**config.mk**
```make
export PLATFORM = sky130hd
export DESIGN_NAME = io_decode_gen2
export DESIGN_NICKNAME = d
export VERILOG_FILES = /design/src/rtl/cc_bus_pkg.sv /design/src/rtl/wdog_timer.sv /design/src/rtl/io_decode_gen2.sv
export SDC_FILE = /design/constraint.sdc
export NUM_CORES = 1
export LEC_CHECK = 0
export ABC_CLOCK_PERIOD_IN_PS = 2100
export CORE_MARGIN = 2
export CORE_UTILIZATION = 45
export DETAILED_ROUTE_END_ITERATION = 12
export PLACE_DENSITY = 0.74
export SETUP_SLACK_MARGIN = 0.1
export SLEW_MARGIN = 40
export SYNTH_ARGS = -nofsm -noshare
export SYNTH_HDL_FRONTEND = slang
export SYNTH_SLANG_ARGS = --single-unit
```
**constraint.sdc**
```tcl
create_clock -name CLK10 -period 2.1 [get_ports CLK10]
set_input_delay 0.21 -clock CLK10 [delete_from_list [all_inputs] [get_ports CLK10]]
set_output_delay 0.21 -clock CLK10 [all_outputs]
set_load 0.02 [all_outputs]
```
**src/rtl/cc_bus_pkg.sv**
```systemverilog
// Shared constants and types for the 6502 bus decode slice.
package cc_bus_pkg;

  // Upper address bits selecting the 9C00-9FFF control page
  localparam logic [5:0] CTRL_PAGE = 6'b100111;

  // Control-page sub-decode on BA[9:7]
  localparam logic [2:0] SUB_NONE   = 3'd0;
  localparam logic [2:0] SUB_HSLD   = 3'd1;
  localparam logic [2:0] SUB_VSLD   = 3'd2;
  localparam logic [2:0] SUB_INTACK = 3'd3;
  localparam logic [2:0] SUB_WDOG   = 3'd4;
  localparam logic [2:0] SUB_OUT0   = 3'd5;
  localparam logic [2:0] SUB_LATCH  = 3'd6;
  localparam logic [2:0] SUB_CRAM   = 3'd7;

  typedef enum logic {
    RUN   = 1'b0,
    PULSE = 1'b1
  } wdog_state_e;

endpackage

```
**src/rtl/wdog_timer.sv**
```systemverilog
// Frame watchdog: counts VBLANK rising edges, kicked by WDOG writes, and
// drives a fixed-width active-low CPU reset pulse on timeout.
module wdog_timer
  import cc_bus_pkg::*;
#(
  parameter int unsigned Frames = 8,
  parameter int unsigned Pulse  = 16,
  parameter bit          Enable = 1'b1
) (
  input  logic       clk_i,
  input  logic       rst_ni,
  input  logic       vblank_i,
  input  logic       kick_i,
  output logic       cpu_reset_no,
  output logic [7:0] wdog_cnt_o
);

  localparam logic [7:0] FramesL = 8'(Frames);
  localparam logic [7:0] PulseM1 = 8'(Pulse - 1);

  wdog_state_e state_q;
  logic        vblank_q;
  logic [7:0]  cnt_q;
  logic [7:0]  pulse_q;
  logic        rst_out_q;
  logic        vblank_rise;

  assign vblank_rise = vblank_i & ~vblank_q;

  // Edge history, frame counter, pulse counter and registered reset output
  always_ff @(posedge clk_i or negedge rst_ni) begin
    if (!rst_ni) begin
      state_q   <= RUN;
      vblank_q  <= 1'b0;
      cnt_q     <= 8'd0;
      pulse_q   <= 8'd0;
      rst_out_q <= 1'b1;
    end else begin
      vblank_q <= vblank_i;
      case (state_q)
        RUN: begin
          if (Enable && (cnt_q == FramesL)) begin
            state_q   <= PULSE;
            pulse_q   <= PulseM1;
            rst_out_q <= 1'b0;
          end else if (kick_i) begin
            // A kick on the same cycle as an edge leaves the count at zero
            cnt_q <= 8'd0;
          end else if (vblank_rise) begin
            cnt_q <= cnt_q + 8'd1;
          end
        end
        PULSE: begin
          // Edges and kicks are ignored while the pulse is running
          if (pulse_q == 8'd0) begin
            state_q   <= RUN;
            rst_out_q <= 1'b1;
            cnt_q     <= 8'd0;
          end else begin
            pulse_q <= pulse_q - 8'd1;
          end
        end
        default: state_q <= RUN;
      endcase
    end
  end

  assign cpu_reset_no = rst_out_q;
  assign wdog_cnt_o   = cnt_q;

endmodule

```
**src/rtl/io_decode_gen2.sv**
```systemverilog
// Memory-map decoder for the 6502 bus: chip selects, control-page write
// strobes, OUT0 byte, addressable bit latches and frame watchdog.
module io_decode_gen2
  import cc_bus_pkg::*;
#(
  parameter int unsigned LATCH_BANKS = 1,
  parameter int unsigned LATCH_DBIT  = 3,
  parameter int unsigned WDOG_FRAMES = 8,
  parameter int unsigned WDOG_PULSE  = 16,
  parameter bit          WDOG_EN     = 1'b1
) (
  input  logic                     CLK10,
  input  logic                     RESETn,
  input  logic                     CPU_EN,
  input  logic [15:0]              BA,
  input  logic [7:0]               BD,
  input  logic                     WRITEn,
  input  logic                     VBLANK,
  output logic [2:0]               ROMn,
  output logic                     NRn,
  output logic                     SRAMn,
  output logic                     NVRAMn,
  output logic                     CIOn,
  output logic                     IN0n,
  output logic                     SBUSn,
  output logic                     HSLDn,
  output logic                     VSLDn,
  output logic                     INTACKn,
  output logic                     WDOGn,
  output logic                     CRAMn,
  output logic [7:0]               OUT0_Q,
  output logic [8*LATCH_BANKS-1:0] LATCH_Q,
  output logic                     CPU_RESETn,
  output logic [7:0]               WDOG_CNT
);

  logic       wr_ok;
  logic [2:0] sub;
  logic       latch_wr;
  logic       hsld_q, vsld_q, intack_q, wdog_q, cram_q;
  logic [7:0] out0_q;
  logic       unused_ba;

  // BA[6:5] are don't-care inside the control page
  assign unused_ba = ^BA[6:5];

  // Level chip selects, decoded straight from the address
  always_comb begin
    ROMn[2] = ~(BA[15:13] == 3'b111);
    ROMn[1] = ~(BA[15:13] == 3'b110);
    ROMn[0] = ~(BA[15:13] == 3'b101);
    NRn     = ~(BA[15:13] == 3'b100);
    SRAMn   = ~(BA[15:12] == 4'h8);
    NVRAMn  = ~(BA[15:10] == 6'b100100);
    IN0n    = ~(BA[15:10] == 6'b100101);
    CIOn    = ~(BA[15:10] == 6'b100110);
    SBUSn   = ~((BA[15:12] == 4'h9) && (BA[11:10] != 2'b11));
  end

  assign wr_ok    = CPU_EN & ~WRITEn & (BA[15:10] == CTRL_PAGE);
  assign sub      = BA[9:7];
  assign latch_wr = wr_ok & (sub == SUB_LATCH);

  // One-cycle strobes: CPU_EN qualifies, so a long WRITEn low gives one strobe
  always_ff @(posedge CLK10 or negedge RESETn) begin
    if (!RESETn) begin
      hsld_q   <= 1'b1;
      vsld_q   <= 1'b1;
      intack_q <= 1'b1;
      wdog_q   <= 1'b1;
      cram_q   <= 1'b1;
    end else begin
      hsld_q   <= ~(wr_ok && (sub == SUB_HSLD));
      vsld_q   <= ~(wr_ok && (sub == SUB_VSLD));
      intack_q <= ~(wr_ok && (sub == SUB_INTACK));
      wdog_q   <= ~(wr_ok && (sub == SUB_WDOG));
      cram_q   <= ~(wr_ok && (sub == SUB_CRAM));
    end
  end

  assign HSLDn   = hsld_q;
  assign VSLDn   = vsld_q;
  assign INTACKn = intack_q;
  assign WDOGn   = wdog_q;
  assign CRAMn   = cram_q;

  // OUT0 byte register
  always_ff @(posedge CLK10 or negedge RESETn) begin
    if (!RESETn) begin
      out0_q <= 8'h00;
    end else if (wr_ok && (sub == SUB_OUT0)) begin
      out0_q <= BD;
    end
  end

  assign OUT0_Q = out0_q;

  // Addressable latch banks; banks beyond LATCH_BANKS simply have no storage
  for (genvar b = 0; b < LATCH_BANKS; b++) begin : g_bank
    logic [7:0] bank_q;

    // Single-bit update of the addressed latch, other bits hold
    always_ff @(posedge CLK10 or negedge RESETn) begin
      if (!RESETn) begin
        bank_q <= 8'h00;
      end else if (latch_wr && (BA[4:3] == 2'(b))) begin
        bank_q[BA[2:0]] <= BD[LATCH_DBIT];
      end
    end

    assign LATCH_Q[8*b +: 8] = bank_q;
  end

  wdog_timer #(
    .Frames (WDOG_FRAMES),
    .Pulse  (WDOG_PULSE),
    .Enable (WDOG_EN)
  ) u_wdog_timer (
    .clk_i        (CLK10),
    .rst_ni       (RESETn),
    .vblank_i     (VBLANK),
    .kick_i       (wr_ok && (sub == SUB_WDOG)),
    .cpu_reset_no (CPU_RESETn),
    .wdog_cnt_o   (WDOG_CNT)
  );

endmodule

```
==> summary.md, run 1 <==
| Metric | Value |
|---|---|
| Mapped Area | `2080 um^2` |
| CP top delay family | `buffers and inverters` |
| Tmin final | `1880 ps` |
| Fillers | `331` |
| Reg clk slew, reported paths | `80 ps` |
| Arr. time, crit path | `1670 ps` |
| Final Hold Violating Endpoints | `0` |
| CTS tree | `yes` |
| Initial antenna violation count | `0` |
| Total number of vias | `1814` |
| Share of cells above drive strength 1 | `20.6%` |
| Area growth, synth to finish | `44.4%` |
| # setup viols final | `0` |
| DP Wirelength | `3510 um` |
| TritonRoute pass-1 iters | `4` |
| Starting density of the core | `47.2%` |
| CP required | `1890 ps` |
| Worst Setup SP | `BA[15]` |
| Die Ht | `72.1 um` |
| Post-Synth Adder-Cell Area | `2.40%` |
| Final WL | `4660 um` |
| F_max | `0.531 GHz` |
| ANT cells | `0` |
| Worst path max stage delay | `490 ps` |
| Pre-CTS WS | `-14.6 ps` |
| CP max stage cell | `clkdlybuf4s50_1` |
| Syn_area_per_cell | `11.1 um^2` |
| Status | `completed` |
| Cell with the most instances after synthesis | `dfrtp_1` |
| GRT overflow | `0` |
| Reg2reg end | `u_wdog_timer.wdog_cnt_o[3]` |
| Setup CP Type | `input pin to output port` |
| Crit-path max FO | `4` |
| Largest family of logic cells by synthesized area | `simple AND/OR/NAND/NOR gates` |
| Number of global-route vias before repair | `1666` |
| Number of distinct library cells after synthesis | `49` |
| Top FF cell, synth | `dfrtp_1` |
| Via/cell ratio | `5.60` |
| Final worst path period share | `89.6%` |
| RR Startpoint | `u_wdog_timer.wdog_cnt_o[0]` |
| I/O Buffers | `65` |
| Simple-gate share of the synthesized area | `23.3%` |
| Fin worst setup slack | `218 ps` |
| Final worst clock skew | `8.78 ps` |
| Register area | `1010 um^2` |
| CP Depth | `5` |
| RSZ-0062 raised after global routing | `false` |
| XOR/XNOR share of the synthesized area | `1.26%` |
| GRT Overall Usage | `18.9%` |
| Post-route ant nets | `0` |
| Pins over their slew limit | `0` |
| Number of synthesized flops with an enable pin | `0` |
| Post-synth top cells | `dfrtp_1 (34), mux2_2 (16), nand2_1 (13)` |
| Seq/Total Area, Yosys | `48.4%` |
| Tightest Pin Transition | `553 ps` |
| Yosys warnings | `0` |
| CTS root buffer | `clkbuf_8` |
| Clock Path Buffers | `2` |
| Area of the multi-input gates | `1030 um^2` |
| Maxcap violations | `0` |
| DR iter-0 viols | `89` |
| First-pass GRT wire length | `7810 um` |
| Reg2Reg Setup Slack | `230 ps` |
| Synth Area in Compound Gates | `12.2%` |
| Die Area | `5190 um^2` |
| Worst Setup End Kind | `output port` |
| Peak supply drop | `0.727 mV` |
| Register-to-Register Path Depth | `6` |
| Worst setup endpoint | `NVRAMn` |
| Area leader, netlist | `dfrtp_1` |
| Crit path cell chain | `clkdlybuf4s50_1 -> nor3b_4 -> nand2_1 -> or3_1 -> dlygate4sd2_1` |
| Num rows | `24` |
| Startpoint types | `input pin` |
| Yosys top cell area share | `40.8%` |
| Post-Synthesis Cells | `187` |
| Final Wtd Congestion | `0.819` |
| I/O Pins | `68` |
| Htree depth | `2` |
| Leak | `1.26 nW` |
| Wire per inst | `14.4 um` |
| Leading post-synthesis cells by cell area | `dfrtp_1 (41%), mux2_2 (8.6%), dfstp_2 (7.6%)` |
| Die X | `72.1 um` |
| Worst skew pair latency | `290 ps` |
| Core box area | `4410 um^2` |
| DR DRC count | `0` |
| Worst Hold Class | `input pin to flop` |
| Post-Route Hold Slack | `429 ps` |
| Clock sinks | `40` |
| Syn nets | `220` |
| Largest net degree at the start of global routing | `26` |
| Mux cell area share after synthesis | `10.1%` |
| Power Dens Cells | `695 nW/um^2` |
| Rel. slew slack | `63.1%` |
| CTS Buf Count | `5` |
| Crit path buf inv count | `2` |
| Layout Nets | `304` |
| Synth Register Bits | `40` |
| HP Start | `VBLANK` |
| Post-synth ARST share | `100%` |
| Postcts setup bufs | `0` |
[placed cells by master, fill, tap and decap left out, types with 3 or more instances in the layout]
cell type / synthesis / final
dfrtp_1: 34 / 34
nand4_1: 8 / 8
or3_1: 3 / 3
clkdlybuf4s50_1: 0 / 60
nor4b_1: 3 / 3
nor4_1: 4 / 4
mux2_2: 16 / 16
mux2i_1: 3 / 3
dfstp_2: 6 / 6
nand2_1: 13 / 13
o21ai_0: 6 / 6
nand3b_1: 5 / 5
buf_4: 0 / 13
and2_1: 4 / 4
nor2_1: 9 / 9
ha_1: 4 / 4
nand2b_1: 6 / 6
a21oi_1: 8 / 8
nand3_1: 7 / 7
dlygate4sd2_1: 0 / 4
clkbuf_8: 0 / 5
inv_1: 8 / 8
nor3_1: 4 / 4
[logic make-up (layout without fill, tap and decap cells)]
kind of cell	count (synthesis)	count (layout)
xor+xnor	3	3
buf+inv	11	96
compound gates	31	31
mux	19	19
simple gates	79	79
fa+ha+maj	4	4
flops	40	40
[sequential cells by signal, summed over array words and instances (netlist names), 8 cells and up]
signal	cells
LATCH_Q	8
u_wdog_timer.wdog_cnt_o	8
OUT0_Q	8
u_wdog_timer.pulse_q	8
[cell type report]
class,instances,area share (%)
Clock buffer,5,2.29
Multi-Input combinational cell,136,34.1
Sequential cell,40,33.5
Clock inverter,3,1.41
Tap cell,52,2.16
Inverter,8,0.998
Timing Repair Buffer,80,25.5
[how the worst min path moves through the flow]
stage | cells past startpoint | to | slack (ps)
3_5_place_dp | 1 | LATCH_Q[3] | 230
4_1_cts | 1 | u_wdog_timer.vblank_q | 420
3_3_place_gp | 1 | LATCH_Q[3] | 230
2_1_floorplan | 0 | LATCH_Q[0] | -90
5_1_grt | 1 | u_wdog_timer.vblank_q | 420
6_report | 1 | u_wdog_timer.vblank_q | 430
[per-layer routing]
layer  share of wire [%]  GRT usage [%]  vias up
li1                    -              -      867
met1                  45           25.4      877
met2                  47           30.4       68
met3                 7.3           5.00        2
met4                0.54           5.24        0
met5                   0              0        -
[stage by stage]
| step | cells | util (%) | area, um^2 | setup TNS [ps] | total power [mW] |
|---|---|---|---|---|---|
| global placement | 315 | 65.5 | 2890 | 0 | 1.46 |
| detailed placement | 315 | 65.5 | 2890 | -16.9 | 1.47 |
| global route | 324 | 68.2 | 3010 | 0 | 2.19 |
| finish | 324 | 68.2 | 3010 | 0 | 2.09 |
| CTS | 324 | 68.2 | 3010 | 0 | 2.10 |
| floorplan | 187 | - | 2080 | 0 | 1.18 |
[power breakdown]
group | leakage, nW | internal (mW) | total, mW | switching, mW
logic | 0.695 | 0.257 | 0.511 | 0.254
clock network | 0.0541 | 0.352 | 0.634 | 0.282
registers | 0.514 | 0.837 | 0.945 | 0.108
[what timing repair did]
action | 4_1_cts | 5_1_grt
setup endpoints to repair | 4 | 0
gates resized for setup | 4 | 0
hold buffers | 1 | 0
hold endpoints to repair | 17 | 0
No activity file was read; power rests on OpenSTA's default activity.
==> inputs of run 2 (changes only) <==
--- a/config.mk
+++ b/config.mk
@@ -5,11 +5,10 @@
 export SDC_FILE = /design/constraint.sdc
 export NUM_CORES = 1
 export LEC_CHECK = 0
-export ABC_CLOCK_PERIOD_IN_PS = 2100
 export CORE_MARGIN = 2
-export CORE_UTILIZATION = 45
+export CORE_UTILIZATION = 46
 export DETAILED_ROUTE_END_ITERATION = 12
-export PLACE_DENSITY = 0.74
+export PLACE_DENSITY = 0.76
 export SETUP_SLACK_MARGIN = 0.1
 export SLEW_MARGIN = 40
 export SYNTH_ARGS = -nofsm -noshare
==> summary.md, run 2 (synthesis gave the netlist of run 1 again) <==
| Metric | Value |
|---|---|
| Post-route ant nets | `0 (unchanged)` |
| Register-to-Register Path Depth | `4 (was 6)` |
| Final Hold Violating Endpoints | `0 (unchanged)` |
| DR DRC count | `0 (unchanged)` |
| Pre-CTS WS | `-28.8 ps (was -14.6 ps)` |
| I/O Pins | `68 (unchanged)` |
| GRT Overall Usage | `19.3% (was 18.9%)` |
| F_max | `0.516 GHz (was 0.531 GHz)` |
| DR WL met2 | `2400 um (was 2190 um)` |
| Worst path max stage delay | `550 ps (was 490 ps)` |
| Number of global-route vias before repair | `1690 (was 1666)` |
| Crit path buf inv count | `3 (was 2)` |
| TritonRoute pass-1 iters | `5 (was 4)` |
| Wire per inst | `14.8 um (was 14.4 um)` |
| Worst Hold Class | `input pin to async pin (was input pin to flop)` |
| Worst setup endpoint | `SRAMn (was NVRAMn)` |
| CTS Buf Count | `5 (unchanged)` |
| Final Wtd Congestion | `0.867 (was 0.819)` |
| Arr. time, crit path | `1730 ps (was 1670 ps)` |
| Reg clk slew, reported paths | `80 ps (about the same)` |
| CP max stage cell | `clkdlybuf4s50_1 (unchanged)` |
| Postcts setup bufs | `0 (unchanged)` |
| Largest net degree at the start of global routing | `25 (was 26)` |
| Top sig layer | `met4 (unchanged)` |
| Clock sinks | `40 (unchanged)` |
| CP Depth | `5 (unchanged)` |
| Metal3 WL | `266 um (was 342 um)` |
| CTS root buffer | `clkbuf_8 (unchanged)` |
| GRT overflow | `0 (unchanged)` |
| Reg2reg end | `u_wdog_timer.wdog_cnt_o[7] (was u_wdog_timer.wdog_cnt_o[3])` |
| Power Dens Cells | `688 nW/um^2 (was 695 nW/um^2)` |
| Num rows | `24 (unchanged)` |
| Fin worst setup slack | `163 ps (was 218 ps)` |
| Worst Setup End Kind | `output port (unchanged)` |
| Initial antenna violation count | `0 (unchanged)` |
| Setup TNS | `0 ps (unchanged)` |
| Layout Nets | `305 (was 304)` |
| Leak | `1.27 nW (was 1.26 nW)` |
| CP top delay family | `buffers and inverters (unchanged)` |
| Htree depth | `2 (unchanged)` |
| Share of the core filled with cells | `69.4% (was 68.2%)` |
| Maxcap violations | `0 (unchanged)` |
| Setup CP Type | `input pin to output port (unchanged)` |
| Reg2Reg Setup Slack | `270 ps (was 230 ps)` |
| Via/cell ratio | `5.45 (was 5.60)` |
| Commonest non-fill, non-tap cell in the layout | `clkdlybuf4s50_1 (unchanged)` |
| Worst skew pair latency | `290 ps (about the same)` |
| DP Wirelength | `3690 um (was 3510 um)` |
| Power Total | `2.08 mW (was 2.09 mW)` |
| Die Area | `5090 um^2 (was 5190 um^2)` |
| CTS tree | `yes (unchanged)` |
| RR Startpoint | `u_wdog_timer.pulse_q[3] (was u_wdog_timer.wdog_cnt_o[0])` |
| ANT cells | `0 (unchanged)` |
| Rel. slew slack | `66.3% (was 63.1%)` |
| Status | `completed (unchanged)` |
| Met1 WL | `2110 um (about the same)` |
| CP required | `1890 ps (about the same)` |
| RSZ-0062 raised after global routing | `true (was false)` |
| Clock Path Buffers | `2 (unchanged)` |
| Final WL | `4820 um (was 4660 um)` |
| I/O Buffers | `65 (unchanged)` |
| Final worst path period share | `92.2% (was 89.6%)` |
| Crit-path max FO | `4 (unchanged)` |
| Pins over their slew limit | `0 (unchanged)` |
| Core box area | `4350 um^2 (was 4410 um^2)` |
| Worst Setup SP | `BA[15] (unchanged)` |
| Peak supply drop | `0.623 mV (was 0.727 mV)` |
| Final worst clock skew | `6.25 ps (was 8.78 ps)` |
| Crit-path most repeated cell | `clkdlybuf4s50_1` |
| Most frequent cells in the layout | `clkdlybuf4s50_1 (60), dfrtp_1 (34), mux2_2 (16) (unchanged)` |
| Post-Route Hold Slack | `419 ps (was 429 ps)` |
| # setup viols final | `0 (unchanged)` |
| DR iter-0 viols | `88 (was 89)` |
| Die X | `71.3 um (was 72.1 um)` |
| Die Ht | `71.3 um (was 72.1 um)` |
| Tmin final | `1940 ps (was 1880 ps)` |
| Tightest Pin Transition | `506 ps (was 553 ps)` |
| Fillers | `347 (was 331)` |
| Share of cells above drive strength 1 | `21.2% (was 20.6%)` |
| Area growth, synth to finish | `45.0% (was 44.4%)` |
| First-pass GRT wire length | `7830 um (was 7810 um)` |
| Crit path cell chain | `clkdlybuf4s50_1 -> nor3b_4 -> buf_4 -> nand2b_1 -> clkdlybuf4s50_1 (was clkdlybuf4s50_1 -> nor3b_4 -> nand2_1 -> or3_1 -> dlygate4sd2_1)` |
| Total number of vias | `1771 (was 1814)` |
| Startpoint types | `input pin (unchanged)` |
| Starting density of the core | `47.9% (was 47.2%)` |
[run 2: changes by cell type in the layout (fill, tap and decap cells not counted), sizes merged]
cell / before / now
buf: 15 / 16
clkdlybuf4s15: 0 / 3
dlygate4sd2: 4 / 1
[run 2: timing repair]
action / CTS / global route
hold buffers: 1 / 0
resized for setup: 4 / 4
hold endpoints to repair: 16 / 0
endpoints found under the setup margin: 4 / 4
pin swaps: 0 / 0
cloned: 0 / 0
[run 2: how the worst min path moves through the flow]
stage	start	to
floorplan	RESETn	LATCH_Q[0]
global placement	RESETn	LATCH_Q[7]
detailed placement	RESETn	LATCH_Q[7]
CTS	VBLANK	u_wdog_timer.vblank_q
global route	VBLANK	u_wdog_timer.vblank_q
finish	RESETn	LATCH_Q[6]
[run 2: area by class of cell]
cell class / instances / area, um^2 / share of cell area, %
repair buffers: 81 / 779 / 25.8
well taps: 52 / 65.1 / 2.15
inverters: 8 / 30.0 / 0.993
flip-flops and latches: 40 / 1010 / 33.4
multi-input cells: 136 / 1030 / 34.0
clock buffers: 5 / 68.8 / 2.28
clock inverters: 3 / 42.5 / 1.41
[run 2: stage by stage]
step / cell area, um^2 / std cells
after floorplan: 2080 / 187
after global placement: 2900 / 316
after detailed placement: 2900 / 316
after CTS: 3020 / 325
after global routing: 3020 / 325
final: 3020 / 325
[run 2: power by group]
part,switching [mW],total (mW),internal (mW),leakage (nW)
Clock,0.272,0.624,0.352,0.0541
Sequential,0.101,0.939,0.837,0.514
Combinational,0.257,0.517,0.260,0.706
Total,0.631,2.08,1.45,1.27
[run 2: layer usage]
metal | track usage (%) | up-vias
met1 | 24.9 | 851
met4 | 6.29 | 0
met3 | 4.22 | 4
met2 | 32.4 | 51
met5 | 0 | -
li1 | - | 865
==> inputs of run 3 (changes only) <==
--- a/config.mk
+++ b/config.mk
@@ -6,9 +6,10 @@
 export NUM_CORES = 1
 export LEC_CHECK = 0
 export CORE_MARGIN = 2
-export CORE_UTILIZATION = 46
+export CORE_UTILIZATION = 49
 export DETAILED_ROUTE_END_ITERATION = 12
-export PLACE_DENSITY = 0.76
+export GPL_TIMING_DRIVEN = 0
+export PLACE_DENSITY = 0.8
 export SETUP_SLACK_MARGIN = 0.1
 export SLEW_MARGIN = 40
 export SYNTH_ARGS = -nofsm -noshare
==> constraint.sdc (replaced) <==
create_clock -name CLK10 -period 2.5 [get_ports CLK10]
set_input_delay 0.25 -clock CLK10 [delete_from_list [all_inputs] [get_ports CLK10]]
set_output_delay 0.25 -clock CLK10 [all_outputs]
set_load 0.02 [all_outputs]
==> summary.md, run 3 (synthesis gave the netlist of run 1 again) <==
| Metric | Value |
|---|---|
| Register-to-Register Path Depth | `6 (was 4)` |
| Met2 Use GR | `33.8% (was 32.4%)` |
| Setup TNS | `0 ps (unchanged)` |
| Leak | `1.23 nW (was 1.27 nW)` |
| Final worst clock skew | `7.37 ps (was 6.25 ps)` |
| Top Usage Layer GRT | `met2 (unchanged)` |
| Share of cells above drive strength 1 | `17.5% (was 21.2%)` |
| Gate power share | `24.1% (was 24.8%)` |
| Crit path cell chain | `clkdlybuf4s50_1 -> nor3b_4 -> nand2_1 -> or3_1 -> clkdlybuf4s50_1 (was clkdlybuf4s50_1 -> nor3b_4 -> buf_4 -> nand2b_1 -> clkdlybuf4s50_1)` |
| Total number of vias | `1769 (was 1771)` |
| Arr. time, crit path | `2040 ps (was 1730 ps)` |
| Switching part of the total | `30.9% (was 30.3%)` |
| GRT overflow | `0 (unchanged)` |
| # setup viols final | `0 (unchanged)` |
| Die Ht | `69.2 um (was 71.3 um)` |
| Sw Pwr | `543 uW (was 631 uW)` |
| Fin cells | `313 (was 325)` |
| Worst path max stage delay | `550 ps (about the same)` |
| First-pass GRT wire length | `8020 um (was 7830 um)` |
| Placed cells | `302 (was 316)` |
| F_max | `0.438 GHz` |
| Reg2reg end | `u_wdog_timer.pulse_q[4] (was u_wdog_timer.wdog_cnt_o[7])` |
| I/O Buffers | `65 (unchanged)` |
| Met1 usage | `27.6% (was 24.9%)` |
| Layout Nets | `295 (was 305)` |
| GRT Overall Usage | `20.5% (was 19.3%)` |
| Status | `completed (unchanged)` |
| I/O Pins | `68 (unchanged)` |
| Reg power frac | `45.1% (about the same)` |
| Die Area | `4790 um^2 (was 5090 um^2)` |
| TritonRoute pass-1 iters | `6 (was 5)` |
| Worst Hold Class | `input pin to async pin (unchanged)` |
| DR iter-0 viols | `116 (was 88)` |
| DR DRC count | `0 (unchanged)` |
| Setup CP Type | `input pin to output port (unchanged)` |
| Num rows | `23 (was 24)` |
| Startpoint types | `input pin (unchanged)` |
| Power Dens Cells | `598 nW/um^2 (was 688 nW/um^2)` |
| Crit-path max FO | `5 (was 4)` |
| Met3 Usage GRT | `4.36% (was 4.22%)` |
| Clock network fraction of total power | `30.8% (was 30.0%)` |
| Largest net degree at the start of global routing | `41 (was 25)` |
| Cell Int Power | `1.21 mW (was 1.45 mW)` |
| DP Wirelength | `3480 um (was 3690 um)` |
| RSZ-0062 raised after global routing | `false (was true)` |
| Commonest non-fill, non-tap cell in the layout | `clkdlybuf4s50_1 (unchanged)` |
| Worst skew pair latency | `300 ps (was 290 ps)` |
| Core box area | `4060 um^2 (was 4350 um^2)` |
| Crit-path most repeated cell | `clkdlybuf4s50_1 (unchanged)` |
| Crit path buf inv count | `2 (was 3)` |
| Final Hold Violating Endpoints | `0 (unchanged)` |
| Htree depth | `2 (unchanged)` |
| Tightest Pin Transition | `572 ps (was 506 ps)` |
| Maxcap violations | `0 (unchanged)` |
| Rel. slew slack | `61.3% (was 66.3%)` |
| Starting density of the core | `51.4% (was 47.9%)` |
| Pins over their slew limit | `0 (unchanged)` |
| Reg clk slew, reported paths | `80 ps (about the same)` |
| CTS tree | `yes (unchanged)` |
| CP top delay family | `buffers and inverters (unchanged)` |
| CTS Buf Count | `5 (unchanged)` |
| Clock sinks | `40 (unchanged)` |
| Wire per inst | `15.0 um (was 14.8 um)` |
| CTS root buffer | `clkbuf_8 (unchanged)` |
| Most frequent cells in the layout | `clkdlybuf4s50_1 (64), dfrtp_1 (34), mux2_2 (16) (was clkdlybuf4s50_1 (60), dfrtp_1 (34), mux2_2 (16))` |
| RR Startpoint | `u_wdog_timer.pulse_q[0] (was u_wdog_timer.pulse_q[3])` |
| Final WL | `4700 um (was 4820 um)` |
| Initial antenna violation count | `0 (unchanged)` |
| Final Wtd Congestion | `0.773 (was 0.867)` |
| ANT cells | `0 (unchanged)` |
| Via/cell ratio | `5.65 (was 5.45)` |
| Cts repair resizes | `0 (was 4)` |
| Die X | `69.2 um (was 71.3 um)` |
| Reg2Reg Setup Slack | `550 ps (was 270 ps)` |
| Final worst path period share | `91.4%` |
| Worst Setup End Kind | `output port (unchanged)` |
| CP Depth | `5 (unchanged)` |
| CP max stage cell | `clkdlybuf4s50_1 (unchanged)` |
| CP required | `2250 ps (was 1890 ps)` |
| Peak supply drop | `0.624 mV (was 0.623 mV)` |
| Tmin final | `2290 ps` |
| Clock Path Buffers | `2 (unchanged)` |
| Number of global-route vias before repair | `1683 (was 1690)` |
| Area growth, synth to finish | `40.9% (was 45.0%)` |
| Post-route ant nets | `0 (unchanged)` |
-- run 3: changes by cell type in the layout (fill, tap and decap cells not counted), moves of 2 or more --
| cell | before | now |
|---|---|---|
| buf_4 | 14 | 3 |
| clkinv_4 | 0 | 2 |
| clkdlybuf4s15_1 | 3 | 0 |
| clkdlybuf4s50_1 | 60 | 64 |
-- run 3: power by group through the flow --
stage / sequential (mW) / clock (mW) / combinational, mW
detailed placement: 0.799 / 0 / 0.420
global placement: 0.799 / 0 / 0.413
floorplan: 0.847 / 0 / 0.146
CTS: 0.789 / 0.551 / 0.425
global route: 0.802 / 0.574 / 0.460
finish: 0.791 / 0.541 / 0.423
-- run 3: worst max path at each step --
stage                                  startpoint                       to
final                                      BA[14]                   NVRAMn
after global routing                       BA[15]                   NVRAMn
after CTS                                  BA[14]                   NVRAMn
after detailed placement                   BA[14]                OUT0_Q[5]
after global placement                     BA[14]                OUT0_Q[2]
after floorplan           u_wdog_timer.pulse_q[0]  u_wdog_timer.pulse_q[4]
-- run 3: layout make-up --
type | count | area (um^2)
Fill cell | 315 | 1120
Multi-Input combinational cell | 136 | 1030
Sequential cell | 40 | 1010
Timing Repair Buffer | 68 | 673
Clock buffer | 5 | 68.8
Tap cell | 50 | 62.6
Clock inverter | 3 | 47.5
Inverter | 8 | 30.0
Buffer | 3 | 20.0
-- run 3: metal layers --
layer  share of wire (%)  vias up
met5                   0        -
met4                 1.3        0
met3                 5.3       10
met2                  50       57
met1                  43      850
li1                    -      852
-- run 3: timing repair --
action | CTS | global route
hold endpoints to repair | 34 | 0
buffers inserted | 0 | 2
setup endpoints to repair | 0 | 2
hold buffers | 1 | 0
-- run 3: metrics by stage --
| stage | util, % | instance area [um^2] | hold slack [ps] | power, mW | setup WS, ps |
|---|---|---|---|---|---|
| finish | 72.4 | 2940 | 451 | 1.76 | 215 |
| global route | 72.4 | 2940 | 477 | 1.84 | 126 |
| CTS | 72.0 | 2920 | 467 | 1.76 | 163 |
| detailed placement | 68.9 | 2800 | 258 | 1.22 | 124 |
| global placement | 68.9 | 2800 | 473 | 1.21 | 174 |
| floorplan | - | 2080 | -45.6 | 0.994 | 750 |
